### config.mk
export PLATFORM = sky130hd
export DESIGN_NAME = sp_memory_arbiter
export DESIGN_NICKNAME = d
export VERILOG_FILES = /design/src/rtl/sp_memory_arbiter.sv
export SDC_FILE = /design/constraint.sdc
export NUM_CORES = 1
export LEC_CHECK = 0
export CORE_MARGIN = 8
export CORE_UTILIZATION = 19
export CTS_CLUSTER_SIZE = 12
export DETAILED_ROUTE_END_ITERATION = 10
export GPL_TIMING_DRIVEN = 0
export PLACE_DENSITY = 0.85
export SLEW_MARGIN = 20
export SYNTH_ARGS = -nofsm -noshare
export SYNTH_HDL_FRONTEND = slang
export SYNTH_HIERARCHICAL = 1
export SYNTH_SLANG_ARGS = --single-unit
### constraint.sdc
create_clock -name clk -period 1.64 [get_ports clk]
set_input_delay 0.328 -clock clk [delete_from_list [all_inputs] [get_ports clk]]
set_output_delay 0.328 -clock clk [all_outputs]
set_load 0.01 [all_outputs]
### src/rtl/sp_memory_arbiter.sv
// Two-requester arbiter sharing one single-port memory (1-cycle read latency).
// Bounded-hold round-robin: the last winner keeps the port for up to MAX_HOLD grants under contention.
module sp_memory_arbiter #(
  parameter  int WIDTH    = 32,
  parameter  int DEPTH    = 1024,
  parameter  int MAX_HOLD = 4,
  localparam int AW       = $clog2(DEPTH),
  localparam int SW       = WIDTH / 8
) (
  input  logic             clk,
  input  logic             rst,
  input  logic             m0_req,
  input  logic             m0_we,
  input  logic [AW-1:0]    m0_addr,
  input  logic [WIDTH-1:0] m0_wdata,
  input  logic [SW-1:0]    m0_wstrb,
  output logic             m0_gnt,
  output logic             m0_rvalid,
  output logic [WIDTH-1:0] m0_rdata,
  input  logic             m1_req,
  input  logic             m1_we,
  input  logic [AW-1:0]    m1_addr,
  input  logic [WIDTH-1:0] m1_wdata,
  input  logic [SW-1:0]    m1_wstrb,
  output logic             m1_gnt,
  output logic             m1_rvalid,
  output logic [WIDTH-1:0] m1_rdata,
  output logic             mem_cs,
  output logic             mem_we,
  output logic [AW-1:0]    mem_addr,
  output logic [WIDTH-1:0] mem_wdata,
  output logic [SW-1:0]    mem_wstrb,
  input  logic [WIDTH-1:0] mem_rdata
);

  // Counter just wide enough to hold MAX_HOLD so saturation is the only way to stop it.
  localparam int            CW       = (MAX_HOLD < 2) ? 1 : $clog2(MAX_HOLD + 1);
  localparam logic [CW-1:0] HOLD_MAX = CW'(MAX_HOLD);

  logic          last_r;
  logic [CW-1:0] run_cnt_r;
  logic          rd_pend_r;
  logic          rd_src_r;

  logic          gnt0_s;
  logic          gnt1_s;
  logic          sel_s;
  logic          any_gnt_s;
  logic          last_nxt_s;
  logic [CW-1:0] run_cnt_nxt_s;

  // Grant decision: single requester always wins; on a tie the hold counter picks.
  always_comb begin
    gnt0_s = 1'b0;
    gnt1_s = 1'b0;
    sel_s  = last_r;
    case ({m1_req, m0_req})
      2'b01: gnt0_s = 1'b1;
      2'b10: gnt1_s = 1'b1;
      2'b11: begin
        if (run_cnt_r < HOLD_MAX) begin
          sel_s = last_r;
        end else begin
          sel_s = ~last_r;
        end
        gnt0_s = ~sel_s;
        gnt1_s = sel_s;
      end
      default: begin
        gnt0_s = 1'b0;
        gnt1_s = 1'b0;
      end
    endcase
  end

  assign any_gnt_s = gnt0_s | gnt1_s;
  assign m0_gnt    = gnt0_s;
  assign m1_gnt    = gnt1_s;

  // Next hold state: repeat winner counts up (saturating), a new winner restarts at 1, idle clears.
  always_comb begin
    last_nxt_s    = last_r;
    run_cnt_nxt_s = '0;
    if (any_gnt_s) begin
      if (gnt1_s == last_r) begin
        if (run_cnt_r == HOLD_MAX) begin
          run_cnt_nxt_s = run_cnt_r;
        end else begin
          run_cnt_nxt_s = run_cnt_r + CW'(1);
        end
      end else begin
        last_nxt_s    = gnt1_s;
        run_cnt_nxt_s = CW'(1);
      end
    end else begin
      run_cnt_nxt_s = '0;
    end
  end

  // Arbitration state and read-return tracking.
  always_ff @(posedge clk or posedge rst) begin
    if (rst) begin
      last_r    <= 1'b0;
      run_cnt_r <= '0;
      rd_pend_r <= 1'b0;
      rd_src_r  <= 1'b0;
    end else begin
      last_r    <= last_nxt_s;
      run_cnt_r <= run_cnt_nxt_s;
      rd_pend_r <= any_gnt_s & ~mem_we;
      rd_src_r  <= gnt1_s;
    end
  end

  // Memory command mux; everything is zero when nothing is granted.
  always_comb begin
    mem_we    = 1'b0;
    mem_addr  = '0;
    mem_wdata = '0;
    mem_wstrb = '0;
    case ({gnt1_s, gnt0_s})
      2'b01: begin
        mem_we    = m0_we;
        mem_addr  = m0_addr;
        mem_wdata = m0_wdata;
        mem_wstrb = m0_wstrb;
      end
      2'b10: begin
        mem_we    = m1_we;
        mem_addr  = m1_addr;
        mem_wdata = m1_wdata;
        mem_wstrb = m1_wstrb;
      end
      default: begin
        mem_we    = 1'b0;
        mem_addr  = '0;
        mem_wdata = '0;
        mem_wstrb = '0;
      end
    endcase
  end

  assign mem_cs    = any_gnt_s;
  assign m0_rvalid = rd_pend_r & ~rd_src_r;
  assign m1_rvalid = rd_pend_r &  rd_src_r;
  assign m0_rdata  = mem_rdata;
  assign m1_rdata  = mem_rdata;

  sp_memory_arbiter_chk #(
    .WIDTH    (WIDTH),
    .MAX_HOLD (MAX_HOLD)
  ) u_chk (
    .clk    (clk),
    .rst    (rst),
    .m0_req (m0_req),
    .m1_req (m1_req),
    .m0_gnt (gnt0_s),
    .m1_gnt (gnt1_s)
  );

endmodule

// Protocol and parameter checks for the arbiter.
module sp_memory_arbiter_chk #(
  parameter int WIDTH    = 32,
  parameter int MAX_HOLD = 4
) (
  input logic clk,
  input logic rst,
  input logic m0_req,
  input logic m1_req,
  input logic m0_gnt,
  input logic m1_gnt
);

  if (MAX_HOLD < 1) begin : g_bad_hold
    $error("sp_memory_arbiter: MAX_HOLD must be at least 1");
  end

  if ((WIDTH % 8) != 0) begin : g_bad_width
    $error("sp_memory_arbiter: WIDTH must be a multiple of 8");
  end

  a_one_hot_gnt : assert property (@(posedge clk) disable iff (rst) !(m0_gnt && m1_gnt));
  a_gnt0_has_req : assert property (@(posedge clk) disable iff (rst) m0_gnt |-> m0_req);
  a_gnt1_has_req : assert property (@(posedge clk) disable iff (rst) m1_gnt |-> m1_req);

endmodule

After elaboration in Yosys (flattened, before gate mapping)
Index checks and enable logic that the tools add are counted.
{"block": "totals", "reg_bits": 6, "output_inout_bits": 116, "input_bits": 130, "word_cells": 35}
{"block": "classes", "add_sub_neg": 1, "n_bitwise": 9, "magnitude_cmp": 1, "eq_ne": 8, "reduce_logical": 1, "muxes": 11}
{"cell": "$pmux W32 S2", "n": 1}
{"cell": "$pmux W10 S2", "n": 1}
{"cell": "$mux W3", "n": 3}
{"cell": "$pmux W4 S2", "n": 1}
{"cell": "$eq A2 B2 Y1 const B", "n": 3}
{"cell": "$pmux W1 S2", "n": 3}
{"cell": "$not A1 Y1", "n": 5}
{"cell": "$eq A2 B1 Y1 const B", "n": 2}
{"cell": "$add A3 B1 Y3 const B", "n": 1}
{"cell": "$and A1 B1 Y1", "n": 3}
{"cell": "$eq A3 B3 Y1 const B", "n": 1}
{"cell": "$lt A3 B3 Y1 const B", "n": 1}
{"cell": "$ne A3 B3 Y1 const B", "n": 1}
{"cell": "$mux W1", "n": 2}
{"cell": "$reduce_and A2 Y1", "n": 1}
{"cell": "$eq A1 B1 Y1", "n": 1}
{"cell": "$or A1 B1 Y1", "n": 1}

Depth between registers and ports, before layout
Gate-level depths: netlist of the first run.
{"block": "depth", "word_depth": 9, "mapped_depth": 6, "depth_no_buf": 5}

Worst setup path after synthesis of the first run
Ideal clock, no wire load.
{"block": "synth_path", "kind": "reg-to-output", "startpoint": "register run_cnt_r[2]", "endpoint": "output port mem_addr[4]", "path_buffers": 3, "stages_incl_launch_ff": 7, "arrival_ps": 1335, "required_ps": 1312, "path_slack_ps": -23, "cell_sequence": "dfrtp_1 > buf_6 > xor2_4 > o21a_1 > buf_6 > buf_6 > a22o_1"}
{"block": "synth_via", "elab_chain_cells": 7, "word_cells_on_any_way": 9, "cone_classes": "order compare: 1; eq/ne: 2; mux: 5; bitwise: 1"}
{"element": "start, declared", "line": "41", "source": "logic [CW-1:0] run_cnt_r;"}
{"element": "start signal, assigned", "line": "109", "source": "run_cnt_r <= run_cnt_nxt_s;"}
{"element": "$lt A3 B3 Y1 (*)", "line": "61", "source": "if (run_cnt_r < HOLD_MAX) begin"}
{"element": "$mux W1 (*)", "line": "61"}
{"element": "$mux W1 (*)", "line": "57", "source": "case ({m1_req, m0_req})"}
{"element": "$not A1 Y1", "line": "66", "source": "gnt0_s = ~sel_s;"}
{"element": "$pmux W1 S2", "line": "57"}
{"element": "$eq A2 B2 Y1 / $eq A2 B1 Y1 (equally long branches)", "line": "121", "source": "case ({gnt1_s, gnt0_s})"}
{"element": "$pmux W10 S2 (*)", "line": "121"}
{"element": "end, declared", "line": "30", "source": "output logic [AW-1:0] mem_addr,"}
Mark *: on every way between the ends. The rest lies on a longest branch, timed or not. The select of a mux whose other input is x is not followed.

Worst setup path after layout of the first run
{"block": "layout_path", "startpoint": "register run_cnt_r[2]", "endpoint": "output port mem_wdata[2]"}
{"block": "layout_via", "elab_chain_cells": 7, "word_cells_on_any_way": 9, "cone_classes": "order compare: 1; eq/ne: 2; mux: 5; bitwise: 1"}
{"element": "$lt A3 B3 Y1 (*)", "line": "61"}
{"element": "$mux W1 (*)", "line": "61"}
{"element": "$mux W1 (*)", "line": "57"}
{"element": "$not A1 Y1", "line": "66"}
{"element": "$pmux W1 S2", "line": "57"}
{"element": "$eq A2 B2 Y1 / $eq A2 B1 Y1 (equally long branches)", "line": "121"}
{"element": "$pmux W32 S2 (*)", "line": "121"}
{"element": "end, declared", "line": "31", "source": "output logic [WIDTH-1:0] mem_wdata,"}
Marks and branches as above.

==> results.toml, run 1 <==
[timing]
setup_viol = 49
worstMarginPinSlew_ns = 0.221
fin_crit_ns = 2.05
fmax_ghz = 0.488
fin_crit_sh = 1.25
slew_violations = 0
finalSetupTns_ns = -14.83
clock_skew_ns = 0.00201
relSlewSlack = 0.852
rsz0062_at_grt = "yes"
hold_viol_final = 0
fin_ws_ns = -0.408

[die]
dieArea_mm2 = 0.0102
num_rows = 31
die_h_um = 101
die_w_um = 101
ios = 246
core_area_mm2 = 0.00710
start_util = 0.193

[detailed_routing]
antenna_left = 0
routed_wl_um = 8700
detail_route.vias_per_cell = 4.18
dr.pass1.iters = 4
drc_errors = 0
drtIter0Drc = 34
dr_total_vias = 2072
wl_per_cell_um = 17.5

[cells_and_area]
drive_above_1_share = 0.388
regArea_um2 = 151
antennaDiodeCount = 0
final_area_mm2 = 0.00373
fin_util = 0.526
nNetsFinal = 531
multi_input_area_um2 = 636
synthToLayoutAreaGrowth_pct = 173
fillers = 670

[synthesis]
netlist.area_leader.share = 0.362
synth_seq_area_share = 0.110
async_flop_share = 1.00
netlist_instances = 164
syn_area_mm2 = 0.00137
ys_seq_elements = 6
synth_area_leaders = "buf_4 (36%), a22o_1 (31%), dfrtp_1 (11%)"
synth_nets = 296
yosysWarnings = 6
synth_top_flop_cell = "dfrtp_1"
yosysUniqueCellTypes = 24
synth_edf_count = 0
yosys.area.top_type = "buf_4"
syn_area_per_cell_um2 = 8.35

[pwr]
p_per_area_mw_per_mm2 = 661
netSwitchingFraction = 0.366
p_int_mw = 1.57
power_frac_seq = 0.096
ir_drop_uv = 300
finalPower_mw = 2.47
p_switching_mw = 0.904
combPwrFrac = 0.818
p_leak_nw = 1.76
clockPowerShare = 0.086

[outcome]
status = "finished with violations"
violations = "negative setup slack"

[clock_tree]
cts_made_buffers = 3
insertion_delay_ns = 0.22
cts.sinks = 6
cts_tree = "built"
cts_htree_levels = 1
cts_root_buf = "clkbuf_8"
clk_pin_slew_ns = 0.04
cts_buffer_depth = 2

[critical_path]
ff2ff_setup_slack_ns = 0.07
path_class = "flip-flop to primary output"
worstPathMaxFanout = 6
critPathArrivalTime_ns = 1.72
cp-end-kind = "primary output"
required_ns = 1.31
setup.worst_path.start_class = "flip-flop"

[place]
post-dp-hpwl_um = 7390
post_dp_cell_area_mm2 = 0.00361
port_buffers = 212
place_ws_ns = -0.965
place_congestion = 0.812

[grt]
grt_pass1_wl_um = 12500
grt_pass1_vias = 2311
overflow = 0
grt_max_degree = 12
grt_antenna_before_repair = 0
grt_usage = 0.157

[flow_run]
max_cap_viol_count = 0

[worst_hold_path]
hold_path_class = "primary input to async pin"
-- sequential cells by signal, summed over array words and instances, names as in the netlist --
name       cells
last_r         1
run_cnt_r      3
rd_src_r       1
rd_pend_r      1
-- synth_stat cells, drive strengths merged (2+ instances only) --
master,count
nor2,4
o21a,2
inv,6
buf,77
a22o,48
nand2,3
ha,2
a21oi,4
dfrtp,6
-- worst paths after layout --
path,start,endpoint,cells after the start
worst max-delay path,run_cnt_r[2]$_DFFE_PP0P_,mem_wdata[2],8
worst min-delay path,rst,run_cnt_r[1]$_DFFE_PP0P_,2
worst max register to register,run_cnt_r[2]$_DFFE_PP0P_,rd_pend_r$_DFF_PP0_,8
worst min register to register,run_cnt_r[1]$_DFFE_PP0P_,run_cnt_r[1]$_DFFE_PP0P_,2
max in group asynchronous,rst,last_r$_DFFE_PP0P_,2
min in group clk,m1_req,last_r$_DFFE_PP0P_,3
-- stage by stage --
step | hold WS [ns] | cells
2_1_floorplan | 0.119 | 164
3_3_place_gp | 0.550 | 475
3_5_place_dp | 0.552 | 475
4_1_cts | 0.323 | 495
5_1_grt | 0.341 | 496
6_report | 0.319 | 496
-- area by class of cell --
class	count	area share
clock buffers	3	0.0111
inverters	6	0.00603
flip-flops and latches	6	0.0405
plain buffers	73	0.155
repair buffers	234	0.584
well taps	99	0.0332
multi-input cells	75	0.170
-- placed cells by master, fill, tap and decap left out, types with 4 or more instances in the layout --
cell / count
inv_1: 6
dfrtp_1: 5
a22o_1: 48
nor2_1: 4
clkdlybuf4s50_1: 161
buf_4: 71
buf_2: 37
buf_6: 34
-- what timing repair did --
| item | in CTS | in global routing |
|---|---|---|
| buffers inserted | 11 | 5 |
| pin swaps | 38 | 9 |
| resized for setup | 243 | 13 |
| endpoints found under the setup margin | 50 | 49 |
| cloned | 6 | 0 |
| hold buffers | 0 | 0 |
-- critical path, cell delays in order (launching register included) --
cell	delay, ns
dfrtp_1	0.36
buf_6	0.13
xor2_4	0.18
a21oi_4	0.09
buf_6	0.13
buf_6	0.13
buf_6	0.12
a22o_1	0.23
buf_6	0.12
-- logic make-up (layout without fill, tap and decap cells) --
| group | after synthesis | after routing | share of synthesized area |
|---|---|---|---|
| adders and majority gates | 2 | 2 | 0.0183 |
| muxes | 2 | 2 | 0.0155 |
| DFF | 6 | 6 | 0.110 |
| and+or+nand+nor | 12 | 12 | 0.0402 |
| AOI/OAI and AO/OA | 58 | 58 | 0.359 |
| buffers and inverters | 83 | 316 | 0.437 |
| xor gates and xnor gates | 1 | 1 | 0.0201 |
-- power by group through the flow --
| stage | registers [mW] | logic [mW] | clock network, mW |
|---|---|---|---|
| 2_1_floorplan | 0.219 | 0.912 | 0 |
| 3_3_place_gp | 0.222 | 1.90 | 0 |
| 3_5_place_dp | 0.226 | 1.93 | 0 |
| 4_1_cts | 0.225 | 2.01 | 0.216 |
| 5_1_grt | 0.243 | 2.17 | 0.233 |
| 6_report | 0.236 | 2.02 | 0.213 |
-- per-layer routing --
| metal | share of wire | global-route usage | vias up |
|---|---|---|---|
| met3 | 0.15 | 0.0877 | 8 |
| li1 | - | - | 991 |
| met5 | 0 | 0 | - |
| met2 | 0.52 | 0.299 | 150 |
| met4 | 0.0086 | 0.0221 | 0 |
| met1 | 0.33 | 0.143 | 923 |
No activity file was read; power rests on OpenSTA's default activity.
==> run 2: changes to the inputs <==
CORE_AREA = 8 8 89 91   (was not set)
CORE_MARGIN = not set   (was 8)
CORE_UTILIZATION = not set   (was 19)
CTS_CLUSTER_SIZE = not set   (was 12)
DIE_AREA = 0 0 97 99   (was not set)
DONT_BUFFER_PORTS = 1   (was not set)
PLACE_DENSITY = 0.41   (was 0.85)
==> results.toml, run 2 (same netlist as run 1, synthesis figures left out) <==
[cells_and_area]
mostFrequentLayoutCells = "buf_4 (69), a22o_4 (32), a22o_1 (16)"
layout_commonest_cell = "buf_4"
antennaDiodeCount = 0
nNetsFinal = 312
top_register = "run_cnt_r"
drive_above_1_share = 0.725
synthToLayoutAreaGrowth_pct = 45.8
largest_reg_flops = 3

[critical_path]
critPathMaxStageDelay_ns = 0.44
critPathArrivalTime_ns = 1.61
reg2reg_from = "last_r$_DFFE_PP0P_"
startpoint = "run_cnt_r[2]$_DFFE_PP0P_"
ff2ff_setup_slack_ns = 0.10
setup.worst_path.start_class = "flip-flop"
cp-end-kind = "primary output"
path_class = "flip-flop to primary output"
required_ns = 1.31
crit_chain = "xor2_4 -> o21a_4 -> buf_8 -> buf_6 -> a22o_4"
critical-path-slowest-cell = "dfrtp_2"
worstPathMaxFanout = 5

[timing]
slew_violations = 0
finalSetupTns_ns = -11.65
clock_skew_ns = 0.00104
hold_viol_final = 0
fin_crit_ns = 1.94
fmax_ghz = 0.515
whs_ns = 0.313
worstMarginPinSlew_ns = 0.242
fin_crit_sh = 1.18
rsz0062_at_grt = "yes"
setup_viol = 48
relSlewSlack = 0.838
fin_ws_ns = -0.300

[detailed_routing]
detail_route.vias_per_cell = 4.88
dr_total_vias = 1258
routed_wl_um = 6640
dr.pass1.iters = 4
antenna_left = 0
drtIter0Drc = 42
drc_errors = 0
wl_per_cell_um = 25.7

[die]
die_h_um = 99
num_rows = 30
die_w_um = 97
dieArea_mm2 = 0.00960
core_area_mm2 = 0.00657
ios = 246
start_util = 0.208

[place]
post-dp-hpwl_um = 5780
place_congestion = 0.718
port_buffers = 0

[pwr]
power_frac_seq = 0.123
clockPowerShare = 0.113
p_switching_mw = 0.812
netSwitchingFraction = 0.419
p_per_area_mw_per_mm2 = 972
p_leak_nw = 0.983
combPwrFrac = 0.764
p_int_mw = 1.13
ir_drop_uv = 343

[grt]
grt_antenna_before_repair = 0
grt_usage = 0.118
overflow = 0
grt_pass1_wl_um = 9290
grt_max_degree = 12
grt_pass1_vias = 1455

[clock_tree]
cts_buffer_depth = 2
clk_pin_slew_ns = 0.04
cts_made_buffers = 3
cts_htree_levels = 1
cts.sinks = 6
cts_tree = "built"
insertion_delay_ns = 0.22
cts_root_buf = "clkbuf_8"

[flow_run]
max_cap_viol_count = 0

[outcome]
violations = "negative setup slack"
status = "finished with violations"

[worst_hold_path]
hp-start = "m1_we"
hold_path_class = "primary input to flip-flop"
-- run 2: changes by cell type in the layout (fill, tap and decap cells not counted), sizes merged --
cell / previous run / this run
buf: 144 / 85
clkbuf: 3 / 5
clkdlybuf4s50: 161 / 0
dlygate4sd2: 2 / 0
dlygate4sd3: 0 / 1
-- run 2: path summary, 6_finish.rpt --
kind | end | depth (start not counted)
max in group asynchronous | run_cnt_r[2]$_DFFE_PP0P_ | 2
worst min-delay path | rd_pend_r$_DFF_PP0_ | 2
min in group asynchronous | rd_pend_r$_DFF_PP0_ | 2
worst max register to register | run_cnt_r[0]$_DFFE_PP0P_ | 6
worst max-delay path | mem_wdata[1] | 5
worst min register to register | run_cnt_r[1]$_DFFE_PP0P_ | 2
-- run 2: worst max-delay path, delay by kind of cell, from the launching register on --
kind / cells / cell delay [ns]
AOI/OAI and AO/OA: 2 / 0.46
xor gates and xnor gates: 1 / 0.21
buffers and inverters: 2 / 0.27
DFF: 1 / 0.44
-- run 2: final cells by class --
cell class / instances / area (um2)
plain buffers: 76 / 614
clock buffers: 3 / 41.3
fillers: 666 / 4570
inverters: 6 / 22.5
multi-input cells: 75 / 916
flip-flops and latches: 6 / 151
well taps: 80 / 100
repair buffers: 12 / 150
-- run 2: layer usage --
layer / track usage / share of wire / vias up
met1: 0.113 / 0.33 / 571
met3: 0.0721 / 0.15 / 0
met2: 0.216 / 0.52 / 135
li1: - / - / 552
met5: 0 / 0 / -
met4: 0.0107 / 0 / 0
-- run 2: power by group through the flow --
stage | sequential, mW | clock, mW | combinational (mW)
after floorplan | 0.219 | 0 | 0.912
after global placement | 0.226 | 0 | 1.10
after detailed placement | 0.225 | 0 | 1.10
after CTS | 0.225 | 0.226 | 1.26
after global routing | 0.248 | 0.239 | 1.59
final | 0.238 | 0.219 | 1.48
-- run 2: what timing repair did --
| action | 4_1_cts | 5_1_grt |
|---|---|---|
| endpoints found under the hold margin | 6 | 0 |
| cloned | 1 | 2 |
| hold buffers | 1 | 0 |
| pin swaps | 5 | 21 |
| endpoints found under the setup margin | 49 | 49 |
| buffers inserted | 5 | 3 |
| gates resized for setup | 17 | 42 |
-- run 2: stage by stage --
step	std cells	util	area [um2]	setup WS, ns	total power [mW]
final	258	0.304	2000	-0.300	1.94
after global routing	258	0.304	2000	-0.369	2.07
after CTS	254	0.255	1670	-0.363	1.72
after detailed placement	244	0.224	1470	-0.272	1.33
after global placement	244	0.224	1470	-0.259	1.33
after floorplan	164	-	1370	-0.0225	1.13
